File: config.mk
export PLATFORM = sky130hd
export DESIGN_NAME = section_rx_arb_flat
export DESIGN_NICKNAME = d
export VERILOG_FILES = /design/src/rtl/section_rx_arb_if.sv /design/src/rtl/section_rx_arb.sv /design/src/flat_wrapper.sv
export SDC_FILE = /design/constraint.sdc
export NUM_CORES = 1
export LEC_CHECK = 0
export BUFFER_PORTS_ARGS = -buffer_cell sky130_fd_sc_hd__buf_4
export CORE_ASPECT_RATIO = 1.75
export CORE_MARGIN = 8
export CORE_UTILIZATION = 43
export CTS_CLUSTER_SIZE = 25
export DETAILED_ROUTE_END_ITERATION = 10
export PLACE_DENSITY = 0.86
export SETUP_SLACK_MARGIN = 0.05
export SLEW_MARGIN = 40
export SYNTH_ARGS = -nofsm -noshare
export SYNTH_HDL_FRONTEND = slang
export SYNTH_SLANG_ARGS = --single-unit
export TNS_END_PERCENT = 1
File: constraint.sdc
create_clock -name clk -period 2.3 [get_ports clk]
set_input_delay 0.23 -clock clk [delete_from_list [all_inputs] [get_ports clk]]
set_output_delay 0.23 -clock clk [all_outputs]
set_load 0.02 [all_outputs]
File: src/rtl/section_rx_arb_if.sv
// Channel-side and consumer-side handshake bundle for section_rx_arb.
// master = the arbiter, slave = producers/consumer around it.
interface section_rx_arb_if #(
  parameter int NUM_CH = 4,
  parameter int DATA_W = 32
);
  localparam int GW = (NUM_CH > 1) ? $clog2(NUM_CH) : 1;

  logic [NUM_CH*DATA_W-1:0] ch_in;
  logic [NUM_CH-1:0]        ch_in_sync;
  logic [NUM_CH-1:0]        ch_in_notify;
  logic [DATA_W-1:0]        out_data;
  logic                     out_sync;
  logic                     out_notify;
  logic [GW-1:0]            grant_ch;
  logic [15:0]              xfer_cnt;

  modport master (
    input  ch_in, ch_in_sync, out_sync,
    output ch_in_notify, out_data, out_notify, grant_ch, xfer_cnt
  );

  modport slave (
    output ch_in, ch_in_sync, out_sync,
    input  ch_in_notify, out_data, out_notify, grant_ch, xfer_cnt
  );
endinterface

File: src/rtl/section_rx_arb.sv
// Round-robin read of NUM_CH blocking channels, one item at a time forwarded to a
// single consumer; read section and write section alternate, MODE=1 accumulates.
module section_rx_arb #(
  parameter int NUM_CH = 4,
  parameter int DATA_W = 32,
  parameter int MODE   = 0
) (
  input  logic              clk,
  input  logic              rst,
  section_rx_arb_if.master  bus
);
  localparam int GW = (NUM_CH > 1) ? $clog2(NUM_CH) : 1;

  localparam logic [0:0] SECTION_A = 1'b0;
  localparam logic [0:0] SECTION_B = 1'b1;

  logic [0:0]        section;
  logic [DATA_W-1:0] x_signal;
  logic [DATA_W-1:0] sel_dat;
  logic [DATA_W-1:0] cap_dat;
  logic              sel_sync;
  logic [GW-1:0]     rr_ptr;
  logic [GW-1:0]     rr_nxt;

  function automatic logic [NUM_CH-1:0] onehot(input logic [GW-1:0] p);
    return {{(NUM_CH-1){1'b0}}, 1'b1} << p;
  endfunction

  // Only the channel under the pointer is ever looked at; other syncs are ignored.
  always_comb begin
    sel_dat  = '0;
    sel_sync = 1'b0;
    for (int k = 0; k < NUM_CH; k++) begin
      if (rr_ptr == GW'(k)) begin
        sel_dat  = bus.ch_in[k*DATA_W +: DATA_W];
        sel_sync = bus.ch_in_sync[k];
      end
    end
  end

  assign rr_nxt  = (rr_ptr == GW'(NUM_CH-1)) ? '0 : rr_ptr + GW'(1);
  assign cap_dat = (MODE == 1) ? x_signal + sel_dat : sel_dat;

  always_ff @(posedge clk or posedge rst) begin
    if (rst) begin
      section          <= SECTION_A;
      x_signal         <= '0;
      rr_ptr           <= '0;
      bus.ch_in_notify <= onehot('0);
      bus.out_notify   <= 1'b0;
      bus.out_data     <= '0;
      bus.grant_ch     <= '0;
      bus.xfer_cnt     <= '0;
    end else begin
      case (section)
        SECTION_A: begin
          rr_ptr <= rr_nxt;
          if (sel_sync) begin
            x_signal         <= cap_dat;
            bus.out_data     <= cap_dat;
            bus.grant_ch     <= rr_ptr;
            bus.ch_in_notify <= '0;
            bus.out_notify   <= 1'b1;
            section          <= SECTION_B;
          end else begin
            bus.ch_in_notify <= onehot(rr_nxt);
          end
        end
        default: begin
          // Wait indefinitely for the consumer; pointer already sits on the next channel.
          if (bus.out_sync) begin
            bus.out_notify   <= 1'b0;
            bus.xfer_cnt     <= bus.xfer_cnt + 16'd1;
            bus.ch_in_notify <= onehot(rr_ptr);
            section          <= SECTION_A;
          end
        end
      endcase
    end
  end
endmodule

File: src/flat_wrapper.sv
// flat-port wrapper written by rule: the top's interface ports become plain ports
module section_rx_arb_flat 
#(
  parameter int NUM_CH = 4,
  parameter int DATA_W = 32,
  parameter int MODE   = 0
)
  (clk, rst, bus_ch_in, bus_ch_in_sync, bus_out_sync, bus_ch_in_notify, bus_out_data, bus_out_notify, bus_grant_ch, bus_xfer_cnt);
  section_rx_arb_if #(.NUM_CH(NUM_CH), .DATA_W(DATA_W)) bus_i ();
  input  logic clk;
  input  logic rst;
  input wire logic [$bits(bus_i.ch_in)-1:0] bus_ch_in;
  input wire logic [$bits(bus_i.ch_in_sync)-1:0] bus_ch_in_sync;
  input wire logic [$bits(bus_i.out_sync)-1:0] bus_out_sync;
  output wire logic [$bits(bus_i.ch_in_notify)-1:0] bus_ch_in_notify;
  output wire logic [$bits(bus_i.out_data)-1:0] bus_out_data;
  output wire logic [$bits(bus_i.out_notify)-1:0] bus_out_notify;
  output wire logic [$bits(bus_i.grant_ch)-1:0] bus_grant_ch;
  output wire logic [$bits(bus_i.xfer_cnt)-1:0] bus_xfer_cnt;
  assign bus_i.ch_in = bus_ch_in;
  assign bus_i.ch_in_sync = bus_ch_in_sync;
  assign bus_i.out_sync = bus_out_sync;
  assign bus_ch_in_notify = bus_i.ch_in_notify;
  assign bus_out_data = bus_i.out_data;
  assign bus_out_notify = bus_i.out_notify;
  assign bus_grant_ch = bus_i.grant_ch;
  assign bus_xfer_cnt = bus_i.xfer_cnt;
  section_rx_arb #(.NUM_CH(NUM_CH), .DATA_W(DATA_W), .MODE(MODE)) u_core (.clk(clk), .rst(rst), .bus(bus_i));
endmodule
==> impl_metrics.py, run 1 <==
metrics = {
    "sta": {
        "rsz0062_at_grt": "no",
        "hold_slack_ns": 0.248,
        "tightest_slew_ns": 0.608,
        "max_freq_mhz": 487,
        "drv_slew": 0,
        "fin_skew_ns": 0.00423,
        "fin_crit_sh_pct": 89.2,
        "max_slew_margin_pct": 59.4,
        "report.final.hold_viol_count": 0,
        "tns_ns": 0,
        "finalSetupViolations": 0,
        "period_needed_ns": 2.05,
    },
    "cts": {
        "clock_latency_ns": 0.33,
        "post-cts-setup-buffer-count": 0,
        "clock-root-buffer": "clkbuf_16",
        "cts-htree-levels": 3,
        "clk_pin_slew_worst_paths_ns": 0.05,
        "cts_buffer_depth": 2,
        "cts_buffers": 9,
        "cts_tree": "built",
        "cts_sinks": 58,
    },
    "drt": {
        "drc": 0,
        "ant_nets": 0,
        "wl_per_cell_um": 17.8,
        "drt_iter0_drc": 112,
        "drt-total-wl_mm": 11.8,
        "dr.pass1.iters": 4,
        "vias_per_cell": 5.41,
        "via_count": 3589,
    },
    "logic_synthesis": {
        "synth_area_per_cell_um2": 9.48,
        "post-synth-top-count-cell": "a21oi_1",
        "synth_edf_count": 0,
        "ys_seq_elements": 58,
        "ys_types": 32,
        "netlist.area_leader.share_pct": 39.1,
        "ys_seq_area_share_pct": 39.8,
        "netlist_area_mm2": 0.00365,
        "synth_nets": 527,
        "synth_cells": 385,
        "ys_warn_count": 0,
        "async_reset_ff_share_pct": 100,
        "synthTopCellsByArea": "dfrtp_1 39%, mux2_4 12%, a21oi_1 8.4%, a22o_1 8.2%, o21ai_0 4.3%",
        "ys.flop_type": "dfrtp_1",
        "yosys-top-cells-count": "61 x a21oi_1, 57 x dfrtp_1, 39 x nand2_1",
        "yosysTopAreaCell": "dfrtp_1",
    },
    "grt": {
        "grt_max_degree": 38,
        "grt-ovfl-total": 0,
        "grt_pass1_wl_mm": 18.6,
        "grt_antenna_before_repair": 0,
        "grt_pass1_vias": 3734,
        "grt.total_usage_pct": 19.8,
    },
    "job": {
        "drv_cap": 0,
    },
    "critical_path": {
        "required_ns": 2.51,
        "cp_slowest_cell": "dfrtp_2",
        "critPathKind": "flip-flop to flip-flop",
        "worst-path-max-fanout": 27,
        "cp-start-kind": "flip-flop",
        "crit_buf_inv": 2,
        "arrival_ns": 2.26,
        "cp-end-kind": "flip-flop",
        "regToRegSetupSlack_ns": 0.25,
        "crit_family": "flip-flops",
        "cp_cell_sequence": "inv_1, ha_2, nor2b_1, o21ai_0, and3b_2, buf_12, mux2_2",
        "max_stage_delay_ns": 0.42,
    },
    "cells_and_area": {
        "register_area_mm2": 0.00145,
        "antenna_cells": 0,
        "fillers": 676,
        "nets": 709,
        "area_delta_synth_final_pct": 49.3,
        "drive_gt1_share_pct": 46.5,
        "multi_input_area_mm2": 0.00191,
    },
    "placed_design": {
        "dp_hpwl_mm": 9.21,
        "place.port_buffers": 189,
        "gp_congestion": 0.850,
    },
    "floorplanning": {
        "die_x_um": 85.6,
        "die_area_mm2": 0.0118,
        "die_h_um": 138,
        "floorplan.initialDensity_pct": 44.2,
        "ioPinCount": 190,
        "core_mm2": 0.00826,
        "row_count": 44,
    },
    "power_and_ir_drop": {
        "p_per_area_mw_per_mm2": 1450,
        "p_sw_mw": 3.16,
        "p_seq_share_pct": 22.1,
        "max-vdd-ir-drop_uv": 708,
        "p_sw_share_pct": 40.1,
        "p_comb_share_pct": 60.9,
        "p_leak_nw": 2.82,
        "internal_power_mw": 4.73,
        "clockPowerShare_pct": 17.0,
    },
    "run_status": {
        "status": "completed",
    },
    "min_path": {
        "hold_path.class": "input pin to flip-flop",
    },
}
==> logic make-up (layout without fill, tap and decap cells) <==
kind of cell / count (synthesis) / in the layout / share of synthesized area (%)
buffers and inverters: 66 / 253 / 8.12
adders and majority gates: 7 / 7 / 2.40
muxes: 40 / 40 / 15.2
xor gates and xnor gates: 15 / 15 / 3.60
DFF: 58 / 58 / 39.8
AOI/OAI and AO/OA: 135 / 135 / 22.8
and+or+nand+nor: 64 / 64 / 8.09
==> final timing paths <==
kind                                                     start                             endpoint  depth (start not counted)
min reg2reg                u_core.bus.xfer_cnt[15]$_DFFE_PP0P_  u_core.bus.xfer_cnt[15]$_DFFE_PP0P_                          1
min                                               bus_out_sync             u_core.section$_DFF_PP0_                          3
min in group asynchronous                                  rst   u_core.bus.out_data[1]$_DFFE_PP0P_                          3
max in group asynchronous                                  rst  u_core.bus.out_data[12]$_DFFE_PP0P_                          4
max reg2reg                       u_core.rr_ptr[0]$_DFFE_PP0N_  u_core.bus.out_data[29]$_DFFE_PP0P_                          7
max                               u_core.rr_ptr[0]$_DFFE_PP0N_  u_core.bus.out_data[29]$_DFFE_PP0P_                          7
==> registers in the layout, summed over array words and instances (netlist names) <==
register / flops
u_core.bus.out_data: 32
u_core.bus.xfer_cnt: 16
u_core.bus.ch_in_notify: 4
u_core.bus.grant_ch: 2
u_core.rr_ptr: 2
u_core.bus.out_notify: 1
u_core.section: 1
==> routing by layer <==
| metal | vias up | part of all wire [%] | wire length [um] | global-route usage (%) |
|---|---|---|---|---|
| li1 | 1711 | - | - | - |
| met1 | 1712 | 37 | 4410 | 21.6 |
| met2 | 152 | 51 | 6070 | 34.2 |
| met3 | 14 | 9.4 | 1100 | 7.30 |
| met4 | 0 | 1.8 | 217 | 7.06 |
| met5 | - | 0 | 0 | 0 |
==> worst min-delay path, delay by kind of cell <==
| kind | cells | cell delay [ns] |
|---|---|---|
| buffers and inverters | 2 | 0.20 |
| AOI/OAI and AO/OA | 1 | 0.11 |
==> layout make-up <==
| class | instances | share of cell area [%] |
|---|---|---|
| clock buffer | 9 | 4.13 |
| clock inverter | 7 | 1.45 |
| inverter | 34 | 2.34 |
| multi-input combinational | 261 | 35.0 |
| sequential | 58 | 26.7 |
| tap | 92 | 2.11 |
| timing repair buffer | 203 | 28.2 |
==> repair_timing <==
action                                 CTS  global route
endpoints found under the hold margin   27             0
setup endpoints to repair                0            26
resized for setup                        0             1
hold buffers                             1             0
==> metrics by stage <==
stage          setup WS [ns]  utilization, %  power, mW  instances  cell area (um^2)
2_1_floorplan          0.365               -       5.18        385              3650
3_3_place_gp           0.297            62.2       6.40        647              5130
3_5_place_dp           0.186            62.2       6.59        647              5130
4_1_cts                0.176            66.0       7.96        664              5450
5_1_grt               0.0812            66.0       8.44        664              5450
6_report               0.248            66.0       7.89        664              5450
==> cells in the final DEF (no fill, tap or decap), types with 3 or more instances in the layout <==
| master | n |
|---|---|
| a22o_1 | 34 |
| buf_4 | 201 |
| and3_1 | 4 |
| inv_1 | 33 |
| ha_1 | 4 |
| ha_2 | 3 |
| mux2_2 | 12 |
| o21ai_0 | 31 |
| nand2_1 | 39 |
| clkinvlp_4 | 3 |
| a21oi_1 | 61 |
| nor2b_1 | 4 |
| clkbuf_16 | 9 |
| xor2_1 | 3 |
| dfrtp_1 | 56 |
| xnor2_1 | 12 |
| mux2_4 | 28 |
| nand3_1 | 8 |
==> power groups by stage <==
stage / sequential, mW / combinational (mW) / clock [mW]
floorplan: 2.14 / 3.05 / 0
global placement: 1.73 / 4.67 / 0
detailed placement: 1.75 / 4.84 / 0
CTS: 1.74 / 4.85 / 1.37
global route: 1.80 / 5.24 / 1.40
finish: 1.74 / 4.81 / 1.34
No activity file was read; power rests on OpenSTA's default activity.
==> run 2: changes to the inputs <==
--- a/config.mk
+++ b/config.mk
@@ -12,6 +12,7 @@
 export CTS_CLUSTER_SIZE = 25
 export DETAILED_ROUTE_END_ITERATION = 10
 export PLACE_DENSITY = 0.86
+export RECOVER_POWER = 50
 export SETUP_SLACK_MARGIN = 0.05
 export SLEW_MARGIN = 40
 export SYNTH_ARGS = -nofsm -noshare
==> run 2 against run 1 <==
Flip-flop and latch count stayed put. Register-to-register slack barely moved. Sequential power about the same. Power is 3.8% lower. Cell area down 3.8%. Cell count unchanged. Via count up 0.31%. Combinational power down 6.2%. Clock skew is 0.0018 ns higher. Clock power about the same. Routed wire length rose by 0.52%.
==> impl_metrics.py, run 2 (same netlist as run 1, synthesis figures left out) <==
metrics = {
    "run_status": {
        "status": "completed",
    },
    "cts": {
        "cts_buffer_depth": 2,
        "cts_sinks": 58,
        "cts-htree-levels": 3,
        "post-cts-setup-buffer-count": 0,
        "cts_buffers": 9,
        "clk_pin_slew_worst_paths_ns": 0.05,
        "cts_tree": "built",
        "clock_latency_ns": 0.33,
        "clock-root-buffer": "clkbuf_16",
    },
    "placed_design": {
        "pre_cts_ws_ns": 0.186,
        "dp_hpwl_mm": 9.21,
        "place.port_buffers": 189,
        "dpl.cell_count": 647,
        "gp_congestion": 0.850,
    },
    "cells_and_area": {
        "nets": 709,
        "final_common_cell": "buf_4",
        "finalCoreUtilization_pct": 63.5,
        "layout_common_cells": "145 x buf_4, 61 x a21oi_1, 56 x dfrtp_1",
        "multi_input_area_mm2": 0.00191,
        "area_delta_synth_final_pct": 43.6,
        "drive_gt1_share_pct": 36.7,
        "fin_cells": 664,
        "register_area_mm2": 0.00145,
        "reg_top3": "u_core.bus.out_data x32, u_core.bus.xfer_cnt x16, u_core.bus.ch_in_notify x4",
        "top_register": "u_core.bus.out_data",
        "largest_reg_flops": 32,
        "antenna_cells": 0,
        "fillers": 749,
    },
    "sta": {
        "drv_slew": 0,
        "report.final.hold_viol_count": 0,
        "max_slew_margin_pct": 27.6,
        "finalSetupViolations": 0,
        "tns_ns": 0,
        "fin_crit_sh_pct": 89.5,
        "hold_slack_ns": 0.245,
        "fin_skew_ns": 0.00603,
        "rsz0062_at_grt": "no",
        "period_needed_ns": 2.06,
        "layout_setup_ws_ns": 0.242,
        "tightest_slew_ns": 1.08,
        "max_freq_mhz": 486,
    },
    "drt": {
        "vias_per_cell": 5.42,
        "via_count": 3600,
        "ant_nets": 0,
        "drc": 0,
        "wl_per_cell_um": 17.9,
        "drt_iter0_drc": 129,
        "dr.pass1.iters": 7,
        "drt-total-wl_mm": 11.9,
    },
    "power_and_ir_drop": {
        "max-vdd-ir-drop_uv": 703,
        "p_leak_nw": 2.60,
        "p_per_area_mw_per_mm2": 1450,
    },
    "critical_path": {
        "worst-path-max-fanout": 27,
        "arrival_ns": 2.27,
        "critPathKind": "flip-flop to flip-flop",
        "required_ns": 2.51,
        "cp-end-kind": "flip-flop",
        "r2r_cells": 7,
        "cp-start-kind": "flip-flop",
    },
    "grt": {
        "grt.total_usage_pct": 19.8,
        "grt_max_degree": 38,
        "grt_pass1_vias": 3734,
        "grt_pass1_wl_mm": 18.6,
        "grt-ovfl-total": 0,
        "grt_antenna_before_repair": 0,
    },
    "floorplanning": {
        "row_count": 44,
        "ioPinCount": 190,
        "die_area_mm2": 0.0118,
        "floorplan.initialDensity_pct": 44.2,
        "die_h_um": 138,
        "die_x_um": 85.6,
        "core_mm2": 0.00826,
    },
    "job": {
        "drv_cap": 0,
    },
    "min_path": {
        "hold_path.class": "input pin to flip-flop",
        "min_path_cells": 3,
    },
}
-- run 2: cell types whose count changed in the layout (fill, tap and decap cells not counted), sizes merged --
| cell | change |
|---|---|
| buf | -56 |
| clkbuf | +56 |
-- run 2: path summary, 6_finish.rpt --
check | slack [ns] | to | start
min in group asynchronous | 0.73 | u_core.bus.out_data[1]$_DFFE_PP0P_ | rst
hold / removal | 0.25 | u_core.section$_DFF_PP0_ | bus_out_sync
max in group asynchronous | 0.70 | u_core.bus.out_data[12]$_DFFE_PP0P_ | rst
setup / recovery | 0.24 | u_core.bus.out_data[29]$_DFFE_PP0P_ | u_core.rr_ptr[0]$_DFFE_PP0N_
setup reg to reg | 0.24 | u_core.bus.out_data[29]$_DFFE_PP0P_ | u_core.rr_ptr[0]$_DFFE_PP0N_
hold reg to reg | 0.48 | u_core.bus.xfer_cnt[15]$_DFFE_PP0P_ | u_core.bus.xfer_cnt[15]$_DFFE_PP0P_
-- run 2: critical path, stage by stage, from the launching register on --
cell     delay, ns
dfrtp_2       0.42
inv_1         0.10
ha_2          0.22
nor2b_1       0.13
o21ai_0       0.20
and3b_2       0.26
buf_12        0.22
mux2_2        0.37
-- run 2: area by class of cell --
| cell class | count | area share [%] |
|---|---|---|
| inverters | 34 | 2.43 |
| clock buffers | 9 | 4.30 |
| flip-flops and latches | 58 | 27.7 |
| clock inverters | 7 | 1.50 |
| well taps | 92 | 2.20 |
| repair buffers | 203 | 25.4 |
| multi-input cells | 261 | 36.4 |
-- run 2: report_power, final --
part           leakage [nW]  total, mW  switching (mW)  internal (mW)
clock network         0.138       1.34           0.498          0.844
logic                  1.73       4.51            2.37           2.14
registers             0.731       1.74           0.288           1.45
-- run 2: routing by layer --
metal	vias to the layer above	GRT usage (%)	wire [um]	share of wire, %
met2	172	34.2	6040	51
met4	0	7.06	233	2.0
met1	1695	21.6	4490	38
met5	-	0	0	0
met3	19	7.30	1090	9.2
li1	1714	-	-	-
-- run 2: through the flow --
stage,total power [mW],cell area (um^2)
after floorplan,5.18,3650
after global placement,6.40,5130
after detailed placement,6.59,5130
after CTS,7.96,5450
after global routing,8.14,5240
final,7.59,5240
-- run 2: timing repair --
action                                 4_1_cts  5_1_grt
endpoints found under the hold margin       27        0
gates resized for setup                      0        1
hold buffers                                 1        0
setup endpoints to repair                    0       26
